**config.mk**
```make
export PLATFORM = sky130hd
export DESIGN_NAME = matrix_read_streamer_flat
export DESIGN_NICKNAME = d
export VERILOG_FILES = /design/src/rtl/matrix_read_streamer_pkg.sv /design/src/rtl/matrix_read_streamer_if.sv /design/src/rtl/matrix_rc_counter.sv /design/src/rtl/matrix_read_streamer.sv /design/src/flat_wrapper.sv
export SDC_FILE = /design/constraint.sdc
export NUM_CORES = 1
export LEC_CHECK = 0
export ABC_CLOCK_PERIOD_IN_PS = 4150
export BUFFER_PORTS_ARGS = -buffer_cell sky130_fd_sc_hd__clkbuf_2
export CORE_MARGIN = 4
export CORE_UTILIZATION = 40
export DETAILED_ROUTE_END_ITERATION = 8
export PLACE_DENSITY_LB_ADDON = 0.25
export SLEW_MARGIN = 20
export SYNTH_ARGS = -nofsm -noshare
export SYNTH_HDL_FRONTEND = slang
export SYNTH_SLANG_ARGS = --single-unit
```
**constraint.sdc**
```tcl
create_clock -name clk -period 4.15 [get_ports clk]
set_input_delay 0.83 -clock clk [delete_from_list [all_inputs] [get_ports clk]]
set_output_delay 0.83 -clock clk [all_outputs]
set_load 0.01 [all_outputs]
```
**src/rtl/matrix_read_streamer_pkg.sv**
```systemverilog
// matrix_read_streamer_pkg
// Shared types and constants for the matrix storage readers and writers.
//   - Matrix geometry (MAX_ROWS x MAX_COLS of ELEM_W-bit elements) and slot ID width.
//   - matrix_t: one stored matrix with its row/column counts.
//   - stream_state_t: states of the read streamer FSM.
//   - mat_beat_t: one element beat with position and end-of-row / end-of-matrix marks.
//   - dims_ok(): dimension range check applied when a slot is fetched.
package matrix_read_streamer_pkg;

  localparam int MAX_ROWS = 5;
  localparam int MAX_COLS = 5;
  localparam int ELEM_W   = 8;
  localparam int MAT_ID_W = 6;

  // Index widths leave room for one value above the maximum, so a count of
  // MAX_ROWS/MAX_COLS is representable and larger stored counts can be rejected.
  localparam int ROW_IDX_W = $clog2(MAX_ROWS + 1);
  localparam int COL_IDX_W = $clog2(MAX_COLS + 1);

  typedef logic [ELEM_W-1:0]    matrix_element_t;
  typedef logic [ROW_IDX_W-1:0] row_idx_t;
  typedef logic [COL_IDX_W-1:0] col_idx_t;
  typedef logic [MAT_ID_W-1:0]  mat_id_t;

  typedef struct packed {
    row_idx_t                                     rows;
    col_idx_t                                     cols;
    matrix_element_t [MAX_ROWS-1:0][MAX_COLS-1:0] cells;
  } matrix_t;

  typedef enum logic [1:0] {
    IDLE   = 2'd0,
    FETCH  = 2'd1,
    STREAM = 2'd2,
    DONE   = 2'd3
  } stream_state_t;

  typedef struct packed {
    matrix_element_t data;
    row_idx_t        row;
    col_idx_t        col;
    logic            last_col;
    logic            last;
  } mat_beat_t;

  // A slot is streamable only with non-zero dimensions inside the matrix bounds.
  function automatic logic dims_ok(row_idx_t rows, col_idx_t cols);
    return (rows != '0) && (cols != '0) &&
           (int'(rows) <= MAX_ROWS) && (int'(cols) <= MAX_COLS);
  endfunction

endpackage

```
**src/rtl/matrix_read_streamer_if.sv**
```systemverilog
// matrix_read_streamer_if
// Element stream from the matrix read streamer to a downstream formatter.
//   master (streamer): drives out_valid, out_data, out_row, out_col,
//                      out_last_col, out_last, out_rows, out_cols; samples out_ready.
//   slave (formatter): the reverse.
// Handshake: a beat transfers on a rising clk edge where out_valid && out_ready.
// Once out_valid is high, it and every beat field stay unchanged until that
// transfer; out_valid never depends combinationally on out_ready.
// out_rows/out_cols describe the whole matrix and are stable for the stream.
interface matrix_read_streamer_if;
  import matrix_read_streamer_pkg::*;

  logic            out_valid;
  logic            out_ready;
  matrix_element_t out_data;
  row_idx_t        out_row;
  col_idx_t        out_col;
  logic            out_last_col;
  logic            out_last;
  row_idx_t        out_rows;
  col_idx_t        out_cols;

  modport master (
    output out_valid, out_data, out_row, out_col, out_last_col, out_last,
           out_rows, out_cols,
    input  out_ready
  );

  modport slave (
    input  out_valid, out_data, out_row, out_col, out_last_col, out_last,
           out_rows, out_cols,
    output out_ready
  );

endinterface

```
**src/rtl/matrix_rc_counter.sv**
```systemverilog
// matrix_rc_counter
// Row-major (r, c) position walker over a rows x cols matrix.
//   clk, rst_n   : clock, asynchronous active-low reset
//   clear        : return to (0, 0); wins over advance
//   advance      : step to the next element in row-major order
//   rows, cols   : matrix dimensions (must be non-zero while walking)
//   r, c         : current position
//   last_col     : c is the final column of the row
//   last         : position is the final element of the matrix
// The owner stops advancing on the last element, so r never leaves the
// matrix and callers can index storage with r/c directly.
module matrix_rc_counter
  import matrix_read_streamer_pkg::*;
(
  input  logic     clk,
  input  logic     rst_n,
  input  logic     clear,
  input  logic     advance,
  input  row_idx_t rows,
  input  col_idx_t cols,
  output row_idx_t r,
  output col_idx_t c,
  output logic     last_col,
  output logic     last
);

  assign last_col = (c == cols - col_idx_t'(1));
  assign last     = last_col && (r == rows - row_idx_t'(1));

  always_ff @(posedge clk or negedge rst_n) begin
    if (!rst_n) begin
      r <= '0;
      c <= '0;
    end else if (clear) begin
      r <= '0;
      c <= '0;
    end else if (advance) begin
      if (last_col) begin
        c <= '0;
        r <= r + row_idx_t'(1);
      end else begin
        c <= c + col_idx_t'(1);
      end
    end
  end

endmodule

```
**src/rtl/matrix_read_streamer.sv**
```systemverilog
// matrix_read_streamer
// Reads one matrix from storage by slot ID, validates it, snapshots it and
// streams its elements in row-major order to a downstream formatter.
//   clk, rst_n          : clock, asynchronous active-low reset
//   start, mat_id       : one-cycle request and slot to read (taken only in IDLE)
//   abort               : drop the current operation (IDLE next cycle, no done)
//   rd_id               : storage read-port slot select
//   rd_data, rd_valid   : combinational storage read data / slot valid for rd_id
//   busy                : FETCH or STREAM in progress
//   done, err           : one-cycle completion pulse; err marks a rejected slot
//   sif (master)        : element stream, see matrix_read_streamer_if
//   state_dbg           : current FSM state
module matrix_read_streamer
  import matrix_read_streamer_pkg::*;
(
  input  logic                         clk,
  input  logic                         rst_n,
  input  logic                         start,
  input  mat_id_t                      mat_id,
  input  logic                         abort,
  output mat_id_t                      rd_id,
  input  matrix_t                      rd_data,
  input  logic                         rd_valid,
  output logic                         busy,
  output logic                         done,
  output logic                         err,
  matrix_read_streamer_if.master       sif,
  output stream_state_t                state_dbg
);

  stream_state_t state_q;
  stream_state_t state_d;

  // The snapshot holds the dimensions too, so the stream is independent of
  // any storage writes after FETCH.
  matrix_t   snap_q;
  logic      err_q;

  logic      accept;
  logic      fetch_bad;
  logic      handshake;
  row_idx_t  r;
  col_idx_t  c;
  logic      last_col;
  logic      last;
  mat_beat_t beat;

  assign fetch_bad = !rd_valid || !dims_ok(rd_data.rows, rd_data.cols);
  assign handshake = (state_q == STREAM) && sif.out_ready;

  always_ff @(posedge clk or negedge rst_n) begin
    if (!rst_n) begin
      state_q <= IDLE;
    end else begin
      state_q <= state_d;
    end
  end

  always_comb begin
    state_d = state_q;
    accept  = 1'b0;
    case (state_q)
      IDLE: begin
        if (start) begin
          state_d = FETCH;
          accept  = 1'b1;
        end
      end
      FETCH:   state_d = fetch_bad ? DONE : STREAM;
      STREAM:  if (handshake && last) state_d = DONE;
      DONE:    state_d = IDLE;
      default: state_d = IDLE;
    endcase
    if (abort && (state_q != IDLE)) begin
      state_d = IDLE;
    end
  end

  always_ff @(posedge clk or negedge rst_n) begin
    if (!rst_n) begin
      rd_id  <= '0;
      err_q  <= 1'b0;
      snap_q <= '0;
    end else begin
      if (accept) begin
        rd_id <= mat_id;
        err_q <= 1'b0;
      end
      if ((state_q == FETCH) && !abort) begin
        if (fetch_bad) begin
          err_q <= 1'b1;
        end else begin
          snap_q <= rd_data;
        end
      end
    end
  end

  // Position resets during FETCH; it is not advanced past the last element.
  matrix_rc_counter u_rc (
    .clk      (clk),
    .rst_n    (rst_n),
    .clear    (state_q == FETCH),
    .advance  (handshake && !last),
    .rows     (snap_q.rows),
    .cols     (snap_q.cols),
    .r        (r),
    .c        (c),
    .last_col (last_col),
    .last     (last)
  );

  // Beat fields come from state, snapshot and counter registers only, so they
  // are stable across stalls; they read zero outside STREAM.
  always_comb begin
    beat = '0;
    if (state_q == STREAM) begin
      beat.data     = snap_q.cells[r][c];
      beat.row      = r;
      beat.col      = c;
      beat.last_col = last_col;
      beat.last     = last;
    end
  end

  assign sif.out_valid    = (state_q == STREAM);
  assign sif.out_data     = beat.data;
  assign sif.out_row      = beat.row;
  assign sif.out_col      = beat.col;
  assign sif.out_last_col = beat.last_col;
  assign sif.out_last     = beat.last;
  assign sif.out_rows     = snap_q.rows;
  assign sif.out_cols     = snap_q.cols;

  assign busy      = (state_q == FETCH) || (state_q == STREAM);
  assign done      = (state_q == DONE);
  assign err       = (state_q == DONE) && err_q;
  assign state_dbg = state_q;

endmodule
```
**src/flat_wrapper.sv**
```systemverilog
// flat-port wrapper written by rule: the top's interface ports become plain ports
module matrix_read_streamer_flat import matrix_read_streamer_pkg::*;
  (clk, rst_n, start, mat_id, abort, rd_id, rd_data, rd_valid, busy, done, err, state_dbg, sif_out_valid, sif_out_data, sif_out_row, sif_out_col, sif_out_last_col, sif_out_last, sif_out_rows, sif_out_cols, sif_out_ready);
  matrix_read_streamer_if sif_i ();
  input  logic clk;
  input  logic rst_n;
  input  logic start;
  input  mat_id_t mat_id;
  input  logic abort;
  output mat_id_t rd_id;
  input  matrix_t rd_data;
  input  logic rd_valid;
  output logic busy;
  output logic done;
  output logic err;
  output stream_state_t state_dbg;
  output wire logic [$bits(sif_i.out_valid)-1:0] sif_out_valid;
  output wire logic [$bits(sif_i.out_data)-1:0] sif_out_data;
  output wire logic [$bits(sif_i.out_row)-1:0] sif_out_row;
  output wire logic [$bits(sif_i.out_col)-1:0] sif_out_col;
  output wire logic [$bits(sif_i.out_last_col)-1:0] sif_out_last_col;
  output wire logic [$bits(sif_i.out_last)-1:0] sif_out_last;
  output wire logic [$bits(sif_i.out_rows)-1:0] sif_out_rows;
  output wire logic [$bits(sif_i.out_cols)-1:0] sif_out_cols;
  input wire logic [$bits(sif_i.out_ready)-1:0] sif_out_ready;
  assign sif_out_valid = sif_i.out_valid;
  assign sif_out_data = sif_i.out_data;
  assign sif_out_row = sif_i.out_row;
  assign sif_out_col = sif_i.out_col;
  assign sif_out_last_col = sif_i.out_last_col;
  assign sif_out_last = sif_i.out_last;
  assign sif_out_rows = sif_i.out_rows;
  assign sif_out_cols = sif_i.out_cols;
  assign sif_i.out_ready = sif_out_ready;
  matrix_read_streamer u_core (.clk(clk), .rst_n(rst_n), .start(start), .mat_id(mat_id), .abort(abort), .rd_id(rd_id), .rd_data(rd_data), .rd_valid(rd_valid), .busy(busy), .done(done), .err(err), .sif(sif_i), .state_dbg(state_dbg));
endmodule
```
==> results.md, run 1 <==
* RSZ-0062 raised after global routing: no
* Die Span X at between 150 and 200 µm
* Core Area at between 20000 and 30000 µm²
* FMAX at about 0.25 GHz
* WL per Instance at about 21 µm
* Clock tree sinks at approximately 220
* PostCTS Resize Cnt at 0
* H-tree depth at 1
* Clk root buf: clkbuf_16
* Comb power frac at about a third
* Leakage at slightly above 6 nW
* Type of the worst setup path: reg -> out
* Sequential element share of the synthesized area at between 50 and 60%
* Hpwl dp at between 20000 and 25000 µm
* Internal power at 0.00608 W
* Inserted Clock Buffers at 26
* Sequential share of power at between 40% and 50%
* Area growth, synth to finish at 21.0%
* Row cnt at 59
* CP required at around 3300 ps
* Reg clk slew, reported paths at about 60 ps
* Overall global routing resource usage at a little under a fifth
* Starting DRC count in detailed routing at about 550
* Finished Cell Area at ~13000 µm²
* Largest net degree at the start of global routing at 116
* Dpl cell area at between 10000 and 15000 µm²
* # DRC at 0
* PortBufs at 251
* Io pins at approximately 250
* CTS tree: built
* Post-layout minimum cycle time at 4010 ps
* Synthesis Warnings at 0
* Max-cap viol count at 0
* Starting Density at 40.9%
* Final Cycle Share at 96.7%
* Synthesized area per cell at 13.7 µm²
* Sw frac at about a third
* Initial antenna violation count at 2
* Worst Setup End Kind: primary output
* Synth async-reset ratio at 100%
* Switching pwr at 0.00286 W
* First-pass GRT wire length at between 40000 and 50000 µm
* Filler cells at approximately 2400
* Maximum vdd drop at 362 µV
* Total gr overflow at 0
* Vias per std cell at about 5.2
* Die height at 172 µm
* CTS Buffer Depth at 3
* Layout cells sized above 1 at a little over two fifths
* Gpl congestion at between 0.7 and 0.8
* Tightest Hold Check Type: in -> async
* Layout Skew at about 12 ps
* CP max FO at 14
* Slew headroom at 38.4%
* Register area at between 5000 and 6000 µm²
* Outcome: finished clean
* Syn Inst Count at just under 800
* Post-CTS Setup Inserts at 0
* DR vias at between 7000 and 8000
* Clock share of power at approximately a quarter
* Clock latency on the worst-skew pair at ~530 ps
* Nets at around 1200
* # setup viols final at 0
* Setup TNS Final at 0 ps
* Initial DRT Pass Iterations at 4
* Synth Flop Type: dfrtp_1
* Vias in the first global route at 7588
* Synthesized cell area at roughly 11000 µm²
* Multi-input logic area at about 4800 µm²
* Routed Wire Length at about 29000 µm
* Hold Buf Count CTS at 0
* Fin. Hold Viols at 0
* Cell variety after synth at 47
* Tot Pwr at 0.00894 W
* CP Data Arrival Time at 3180 ps
* Cell Pwr Density at about 690 nW/µm²
* Final Util at slightly below 50%
* Synth Net Count at between 1000 and 1500
* ANT nets after route at 0
* Worst slew pin tran at 924 ps
* Type of origin of the critical path: register
* Number of enable flip-flop cells after synthesis at 0
* Die area at between 20000 and 30000 µm²
* Max Slew Vio Count at 0
* Synth Register Bits at 221
[stage by stage]
step	setup slack, ps	std cells	hold slack (ps)
CTS	133	1375	430
global route	19.0	1376	424
global placement	674	1330	458
floorplan	1760	788	442
finish	136	1376	354
detailed placement	712	1330	464
[power groups by stage]
stage	Combinational, W	Sequential, W	Clock [W]
2_1_floorplan	0.00224	0.00365	0
3_3_place_gp	0.00283	0.00392	0
3_5_place_dp	0.00289	0.00392	0
4_1_cts	0.00290	0.00391	0.00224
5_1_grt	0.00314	0.00403	0.00232
6_report	0.00285	0.00391	0.00218
[worst paths after layout]
path	start	to	slack, ps	cells after the start
min in group clk	u_core.err_q	u_core.err_q	470	1
min	rst_n	u_core.snap_q[102]	350	1
max in group asynchronous	rst_n	u_core.snap_q[40]	2720	2
max reg2reg	u_core.u_rc.c[0]	u_core.u_rc.r[1]	1880	6
max	u_core.u_rc.c[1]	sif_out_data[5]	140	6
min reg2reg	u_core.err_q	u_core.err_q	470	1
[critical path, cell delays in order, from the launching register on]
cell and delay, ps:
dfrtp_1 660, nor2b_1 710, nand2b_1 350, o221ai_1 440
a21oi_1 150, o21a_1 210, clkbuf_2 130
[layout make-up]
class	instances	share of cell area [%]
diodes	1	0.0192
inverters	11	0.317
clock buffers	41	6.13
clock inverters	4	0.154
well taps	335	3.22
repair buffers	266	10.8
multi-input cells	497	36.9
flip-flops and latches	221	42.5
[layer usage]
layer	wire length, µm	up-vias	GRT usage, %
met5	12	-	0
met4	622	2	4.72
met3	1990	36	4.39
met2	12900	217	29.7
met1	13200	3567	27.0
li1	-	3347	-
[layout by cell type (no fill, tap or decap), types with 10 or more instances in the layout]
cell type,n
a21oi_1,20
a22oi_1,17
buf_4,13
clkbuf_16,27
clkbuf_2,250
dfrtp_1,219
inv_1,10
mux2_1,100
mux2_2,80
mux2_4,40
mux2i_1,81
nand2_1,21
nor2_1,10
o21ai_0,10
o22ai_1,16
[kinds of logic (layout without fill, tap and decap cells)]
family | count (synthesis) | after routing | share of synthesized area [%]
DFF | 221 | 221 | 51.4
xor gates and xnor gates | 8 | 8 | 0.930
AOI/OAI and AO/OA | 100 | 100 | 6.45
muxes | 302 | 302 | 32.2
buffers and inverters | 70 | 322 | 4.03
adders and majority gates | 8 | 8 | 0.930
other | 0 | 1 | 0
and+or+nand+nor | 79 | 79 | 4.10
[flip-flops by register name, indices dropped and copies added (netlist names)]
register	flops
u_core.sif.out_cols	3
u_core.sif.out_rows	3
u_core.u_rc.r	3
u_core.state_dbg	2
u_core.rd_id	6
u_core.snap_q	200
u_core.err_q	1
u_core.u_rc.c	3
[cell usage after synthesis, types with 2 or more instances]
cell type,number,area share [%]
inv_1,10,0.35
ha_1,8,0.93
mux2_2,80,8.4
nand2b_1,2,0.12
buf_6,14,1.5
mux2_1,100,10
a32oi_1,7,0.57
dfrtp_1,221,51
clkbuf_1,12,0.42
nand2_1,21,0.73
xor2_1,2,0.16
a21oi_1,20,0.93
nor3_1,7,0.33
nor3b_1,8,0.56
buf_4,11,0.77
xnor2_1,4,0.33
buf_1,2,0.070
a211oi_1,7,0.49
mux2_4,40,5.6
o22ai_1,16,0.93
nand3b_1,9,0.63
nor2_1,10,0.35
nor2b_1,2,0.12
a22oi_1,17,1.2
a21o_1,2,0.14
o21ai_0,10,0.47
buf_2,20,0.93
o221ai_1,7,0.57
and2_1,9,0.52
nand3_1,5,0.23
mux2i_1,81,7.5
and3_1,2,0.12
o21a_1,8,0.56
Power figures use the tool's default switching activity.
==> run 2, diff against run 1 <==
- BUFFER_PORTS_ARGS: -buffer_cell sky130_fd_sc_hd__clkbuf_2 -> -buffer_cell sky130_fd_sc_hd__buf_2
==> run 2 against run 1 <==
Final cell count grew 0.36%. Setup slack improved by 140 ps. Sequential power increased by 1%. Global-route usage shrank 0.073 points. Design area up 0.92%. Register-to-register slack got worse by 110 ps. Via count rose by 1.0%. Power up 2.6%. Critical path type unchanged. Critical endpoint unchanged. Largest power group unchanged. Highest routed layer unchanged.
==> results.md, run 2 (synthesis results as in run 1) <==
* Initial DRT Pass Iterations at 6 (+2)
* Slew headroom at 45.7% (+7.4 points)
* CTS tree: built
* Max FFs per register at 200 (unchanged)
* Worst Setup End Kind: primary output
* Clock tree sinks at 221 (unchanged)
* Vias in the first global route at 7377 (-2.8%)
* WL per Instance at 20.7 µm (-0.75%)
* Reg2reg setup slack at 1770 ps (-110 ps)
* Placed cells at 1331 (+0.075%)
* Outcome: finished clean
* Leakage at 6.10 nW (+0.30%)
* Worst slew pin tran at 814 ps (-110 ps)
* Initial antenna violation count at 9 (+7)
* Post-layout minimum cycle time at 3880 ps (-137 ps)
* Reg clk slew, reported paths at 60 ps (about the same)
* Type of the worst setup path: reg -> out
* Inserted Clock Buffers at 26 (unchanged)
* Largest net degree at the start of global routing at 88 (-24%)
* Final Cycle Share at 93.4% (-3.3 points)
* PostCTS Resize Cnt at 0 (unchanged)
* Setup TNS Final at 0 ps (unchanged)
* Starting Density at 40.9% (unchanged)
* RSZ-0062 raised after global routing: no
* CP required at 3320 ps (about the same)
* PortBufs at 251 (unchanged)
* Hold Buf Count CTS at 0 (unchanged)
* Routed Wire Length at 28600 µm (-0.39%)
* Io pins at 252 (unchanged)
* R2r endpoint: u_core.snap_q[127]
* Largest regs: u_core.snap_q: 200 flops, u_core.rd_id: 6 flops
* Multi-input logic area at 4810 µm² (unchanged)
* Clk root buf: clkbuf_16
* Row cnt at 59 (unchanged)
* Clock latency on the worst-skew pair at 520 ps (about the same)
* CP max FO at 14 (unchanged)
* Maximum vdd drop at 303 µV (-16%)
* Vias per std cell at 5.24 (+0.64%)
* Post-CTS Setup Inserts at 0 (unchanged)
* CP max stage cell: dfrtp_1
* DR vias at 7241 (+1.0%)
* # DRC at 0 (unchanged)
* Worst reg2reg path depth at 5 (-1)
* Register area at 5540 µm² (unchanged)
* CP cell instances: nor2b_1 -> nand2b_1 -> o221ai_1 -> a21oi_1 -> o21a_1 -> buf_2
* Layout cells sized above 1 at 41.7% (+0.072 points)
* First-pass GRT wire length at 43200 µm (-0.49%)
* Most frequent cells in the layout: buf_2 (250), dfrtp_1 (219), mux2_1 (100)
* Hpwl dp at 21400 µm (+1.4%)
* Critical Path Source: u_core.u_rc.c[1]
* Fin cells at 1381 (+0.36%)
* Die area at 29600 µm² (unchanged)
* Layout Skew at 15.9 ps (+3.43 ps)
* Reg2Reg Launch Point: u_core.state_dbg[1]
* H-tree depth at 1 (unchanged)
* Die height at 172 µm (unchanged)
* Starting DRC count in detailed routing at 361 (-34%)
* Filler cells at 2362 (-0.71%)
* Type of origin of the critical path: register
* Area growth, synth to finish at 22.2%
* FMAX at 0.258 GHz (+3.5%)
* Max Slew Vio Count at 0 (unchanged)
* CP Data Arrival Time at 3050 ps (-130 ps)
* Nets at 1250 (+0.080%)
* Final WS setup at 273 ps (+137 ps)
* Die Span X at 172 µm (unchanged)
* Tightest Hold Check Type: in -> async
* # setup viols final at 0 (unchanged)
* Fin. Hold Viols at 0 (unchanged)
* Gpl congestion at 0.846 (+11%)
* Post-Place Setup Slack at 795 ps (+82.6 ps)
* CP endpoint: sif_out_data[5]
* Max-cap viol count at 0 (unchanged)
* Core Area at 26300 µm² (unchanged)
* Commonest non-fill, non-tap cell in the layout: buf_2
* ANT nets after route at 0 (unchanged)
* Overall global routing resource usage at 18.9% (-0.073 points)
* Cell Pwr Density at 698 nW/µm² (+1.6%)
* CTS Buffer Depth at 3 (unchanged)
* Largest stage delay, worst path at 650 ps (-60 ps)
* Total gr overflow at 0 (unchanged)
* Largest Register: u_core.snap_q
## run 2: routing by layer
| metal | up-vias | part of all wire, % | GRT usage, % |
|---|---|---|---|
| li1 | 3358 | - | - |
| met1 | 3561 | 47 | 28.0 |
| met2 | 259 | 43 | 27.9 |
| met3 | 51 | 7.7 | 4.92 |
| met4 | 12 | 2.0 | 4.72 |
| met5 | - | 0.27 | 0 |
## run 2: power breakdown
| part | total [W] | internal [W] | switching [W] |
|---|---|---|---|
| Clock | 0.00239 | 0.00151 | 0.000880 |
| Combinational | 0.00283 | 0.00157 | 0.00125 |
| Sequential | 0.00396 | 0.00321 | 0.000748 |
| Total | 0.00917 | 0.00629 | 0.00288 |
## run 2: worst min-delay path by stage
stage                       startpoint  slack [ps]                 end  cells after the start
final                            rst_n         290  u_core.snap_q[114]                      1
after global routing             rst_n         320  u_core.snap_q[116]                      1
after CTS                        rst_n         310  u_core.snap_q[116]                      1
after detailed placement  u_core.err_q         470        u_core.err_q                      1
after global placement    u_core.err_q         460        u_core.err_q                      1
after floorplan           u_core.err_q         440        u_core.err_q                      1
## run 2: metrics by stage
stage	power (W)	hold slack, ps	utilization (%)	cell area, µm²
4_1_cts	0.00928	306	50.0	13100
3_3_place_gp	0.00679	459	46.6	12200
5_1_grt	0.00973	316	50.0	13100
6_report	0.00917	288	50.0	13100
2_1_floorplan	0.00588	442	-	10800
3_5_place_dp	0.00684	473	46.6	12200
## run 2: area by class of cell
cell class                 instances  area share (%)
timing repair buffer             267            10.9
inverter                          11           0.314
clock inverter                     8            1.07
clock buffer                      39            5.79
sequential                       221            42.1
multi-input combinational        497            36.6
tap                              335            3.19
antenna                            3          0.0571
## run 2: worst max-delay path: cells and delay by family (launching register included)
family / cells / cell delay (ps)
compound gates: 3 / 760
flops: 1 / 650
buf+inv: 1 / 140
simple gates: 2 / 960
==> run 3, diff against run 2 <==
- ABC_CLOCK_PERIOD_IN_PS: 4150 -> 4800
- clock period: 4.15 -> 4.8 ns (I/O delays scaled with it)
==> run 3 against run 2 <==
First-iteration DRC count rose by 22%. Sequential share of layout area grew 0.59 points. Via count shrank 2.3%. Wire length is 0.71% lower. Register-to-register slack improved by 790 ps. Final cell count decreased by 0.87%. Critical path depth grew 1. Core utilization shrank 0.69 points. Highest routed layer unchanged. Hold slack better by 190 ps. Critical endpoint unchanged.
==> results.md, run 3 (synthesis results as in run 1) <==
* Row cnt at 59 (unchanged)
* Grt met1 use at 26.3% (-1.7 points)
* Nets at 1242 (-0.64%)
* # setup viols final at 0 (unchanged)
* Final Cycle Share at between 80% and 90%
* Tightest Hold Check Type: reg -> reg
* CTS Buffer Depth at 3 (unchanged)
* GRT met3 Usage at 4.02% (-0.89 points)
* Max Slew Vio Count at 0 (unchanged)
* First-pass GRT wire length at 41800 µm (-3.4%)
* FMAX at 0.243 GHz
* CP max FO at 61 (+47)
* Clock tree sinks at 221 (unchanged)
* PortBufs at 251 (unchanged)
* RSZ-0062 raised after global routing: no
* Largest net degree at the start of global routing at 121 (+38%)
* Die height at 172 µm (unchanged)
* Hold Startpoint: u_core.err_q
* Routed Wire Length at 28400 µm (-0.71%)
* Max FFs per register at 200 (unchanged)
* Leakage at 6.01 nW (-1.5%)
* Hpwl dp at 20800 µm (-3.0%)
* Reg clk slew, reported paths at 60 ps (about the same)
* Die area at 29600 µm² (unchanged)
* Starting DRC count in detailed routing at 440 (+22%)
* Commonest non-fill, non-tap cell in the layout: buf_2
* Clock latency on the worst-skew pair at 510 ps (about the same)
* # DRC at 0 (unchanged)
* Type of the worst setup path: reg -> out
* Register area at 5540 µm² (unchanged)
* Initial antenna violation count at 3 (-6)
* Overall global routing resource usage at 18.4% (-0.55 points)
* CP required at 3840 ps (+520 ps)
* Post-Place Setup Slack at 1180 ps (+381 ps)
* Inserted Clock Buffers at 25 (-3.8%)
* Core Area at 26300 µm² (unchanged)
* Starting Density at 40.9% (unchanged)
* Layout Skew at 9.35 ps (-6.57 ps)
* ANT nets after route at 0 (unchanged)
* Maximum vdd drop at 356 µV (+17%)
* Area growth, synth to finish at 20.5%
* Gpl congestion at 0.780 (-7.8%)
* Die Span X at 172 µm (unchanged)
* Clk root buf: clkbuf_16
* Worst Setup End Kind: primary output
* GR Util met2 at 29.0% (+1.1 points)
* Most frequent cells in the layout: buf_2 (250), dfrtp_1 (219), mux2_1 (100)
* Largest regs: u_core.snap_q: 200 flops, u_core.rd_id: 6 flops
* Multi-input logic area at 4810 µm² (unchanged)
* Initial DRT Pass Iterations at 4 (-2)
* Largest Register: u_core.snap_q
* WL per Instance at 20.8 µm (+0.16%)
* Vias per std cell at 5.17 (-1.4%)
* Io pins at 252 (unchanged)
* Filler cells at 2346 (-0.68%)
* Fin. Hold Viols at 0 (unchanged)
* Final WS setup at 687 ps (+414 ps)
* Reg2Reg Launch Point: u_core.state_dbg[1]
* CP Data Arrival Time at 3150 ps (+100 ps)
* H-tree depth at 1 (unchanged)
* Outcome: finished clean
* DR vias at 7075 (-2.3%)
* PostCTS Resize Cnt at 0 (unchanged)
* Slew headroom at 36.1% (-9.6 points)
* Total gr overflow at 0 (unchanged)
* Max-cap viol count at 0 (unchanged)
* Hold Buf Count CTS at 0 (unchanged)
* CTS tree: built
* Post-layout minimum cycle time at 4110 ps
* Vias in the first global route at 7206 (-2.3%)
* Critical Path Source: u_core.u_rc.r[0]
* Grt peak-use layer: met2
* Cell Pwr Density at 591 nW/µm² (-15%)
* Layout cells sized above 1 at 41.3% (-0.37 points)
* Post-CTS Setup Inserts at 0 (unchanged)
* Setup TNS Final at 0 ps (unchanged)
* Worst slew pin tran at 958 ps (+145 ps)
* Type of origin of the critical path: register
[run 3: area by class of cell]
class / instances / area share [%]
clock inverter: 6 / 0.261
antenna: 1 / 0.0193
multi-input combinational: 497 / 37.1
tap: 335 / 3.23
sequential: 221 / 42.7
timing repair buffer: 260 / 10.7
clock buffer: 38 / 5.74
inverter: 11 / 0.318
[run 3: through the flow]
step                      cell area (µm²)  instances  utilization, %  power (W)  hold WS [ps]
after global placement              12200       1324            46.4    0.00586           459
after CTS                           13000       1368            49.3    0.00776           482
after floorplan                     10800        788               -    0.00509           442
after detailed placement            12200       1324            46.4    0.00592           462
after global routing                13000       1369            49.3    0.00814           497
final                               13000       1369            49.3    0.00766           479
[run 3: power by group]
part | internal (W) | switching [W]
Clock | 0.00106 | 0.000736
Combinational | 0.00136 | 0.00115
Sequential | 0.00277 | 0.000581
[run 3: path summary, 6_finish.rpt]
path | to | slack [ps] | cells past startpoint
min in group asynchronous | u_core.snap_q[110] | 530 | 1
min reg2reg | u_core.err_q | 480 | 1
max reg2reg | u_core.snap_q[119] | 2560 | 5
min | u_core.err_q | 480 | 1
max in group asynchronous | u_core.snap_q[41] | 3280 | 2
max | sif_out_data[5] | 690 | 7
[run 3: per-layer routing]
| layer | vias to the layer above | wire length, µm |
|---|---|---|
| li1 | 3331 | - |
| met1 | 3491 | 12900 |
| met2 | 215 | 13100 |
| met3 | 34 | 1780 |
| met4 | 4 | 571 |
| met5 | - | 28 |
[run 3: critical path, stage by stage (launching register included)]
cell	delay, ps
dfrtp_4	1010
buf_12	350
mux2i_1	320
a22oi_1	180
a32oi_1	270
a21oi_1	100
o21a_1	210
buf_2	140
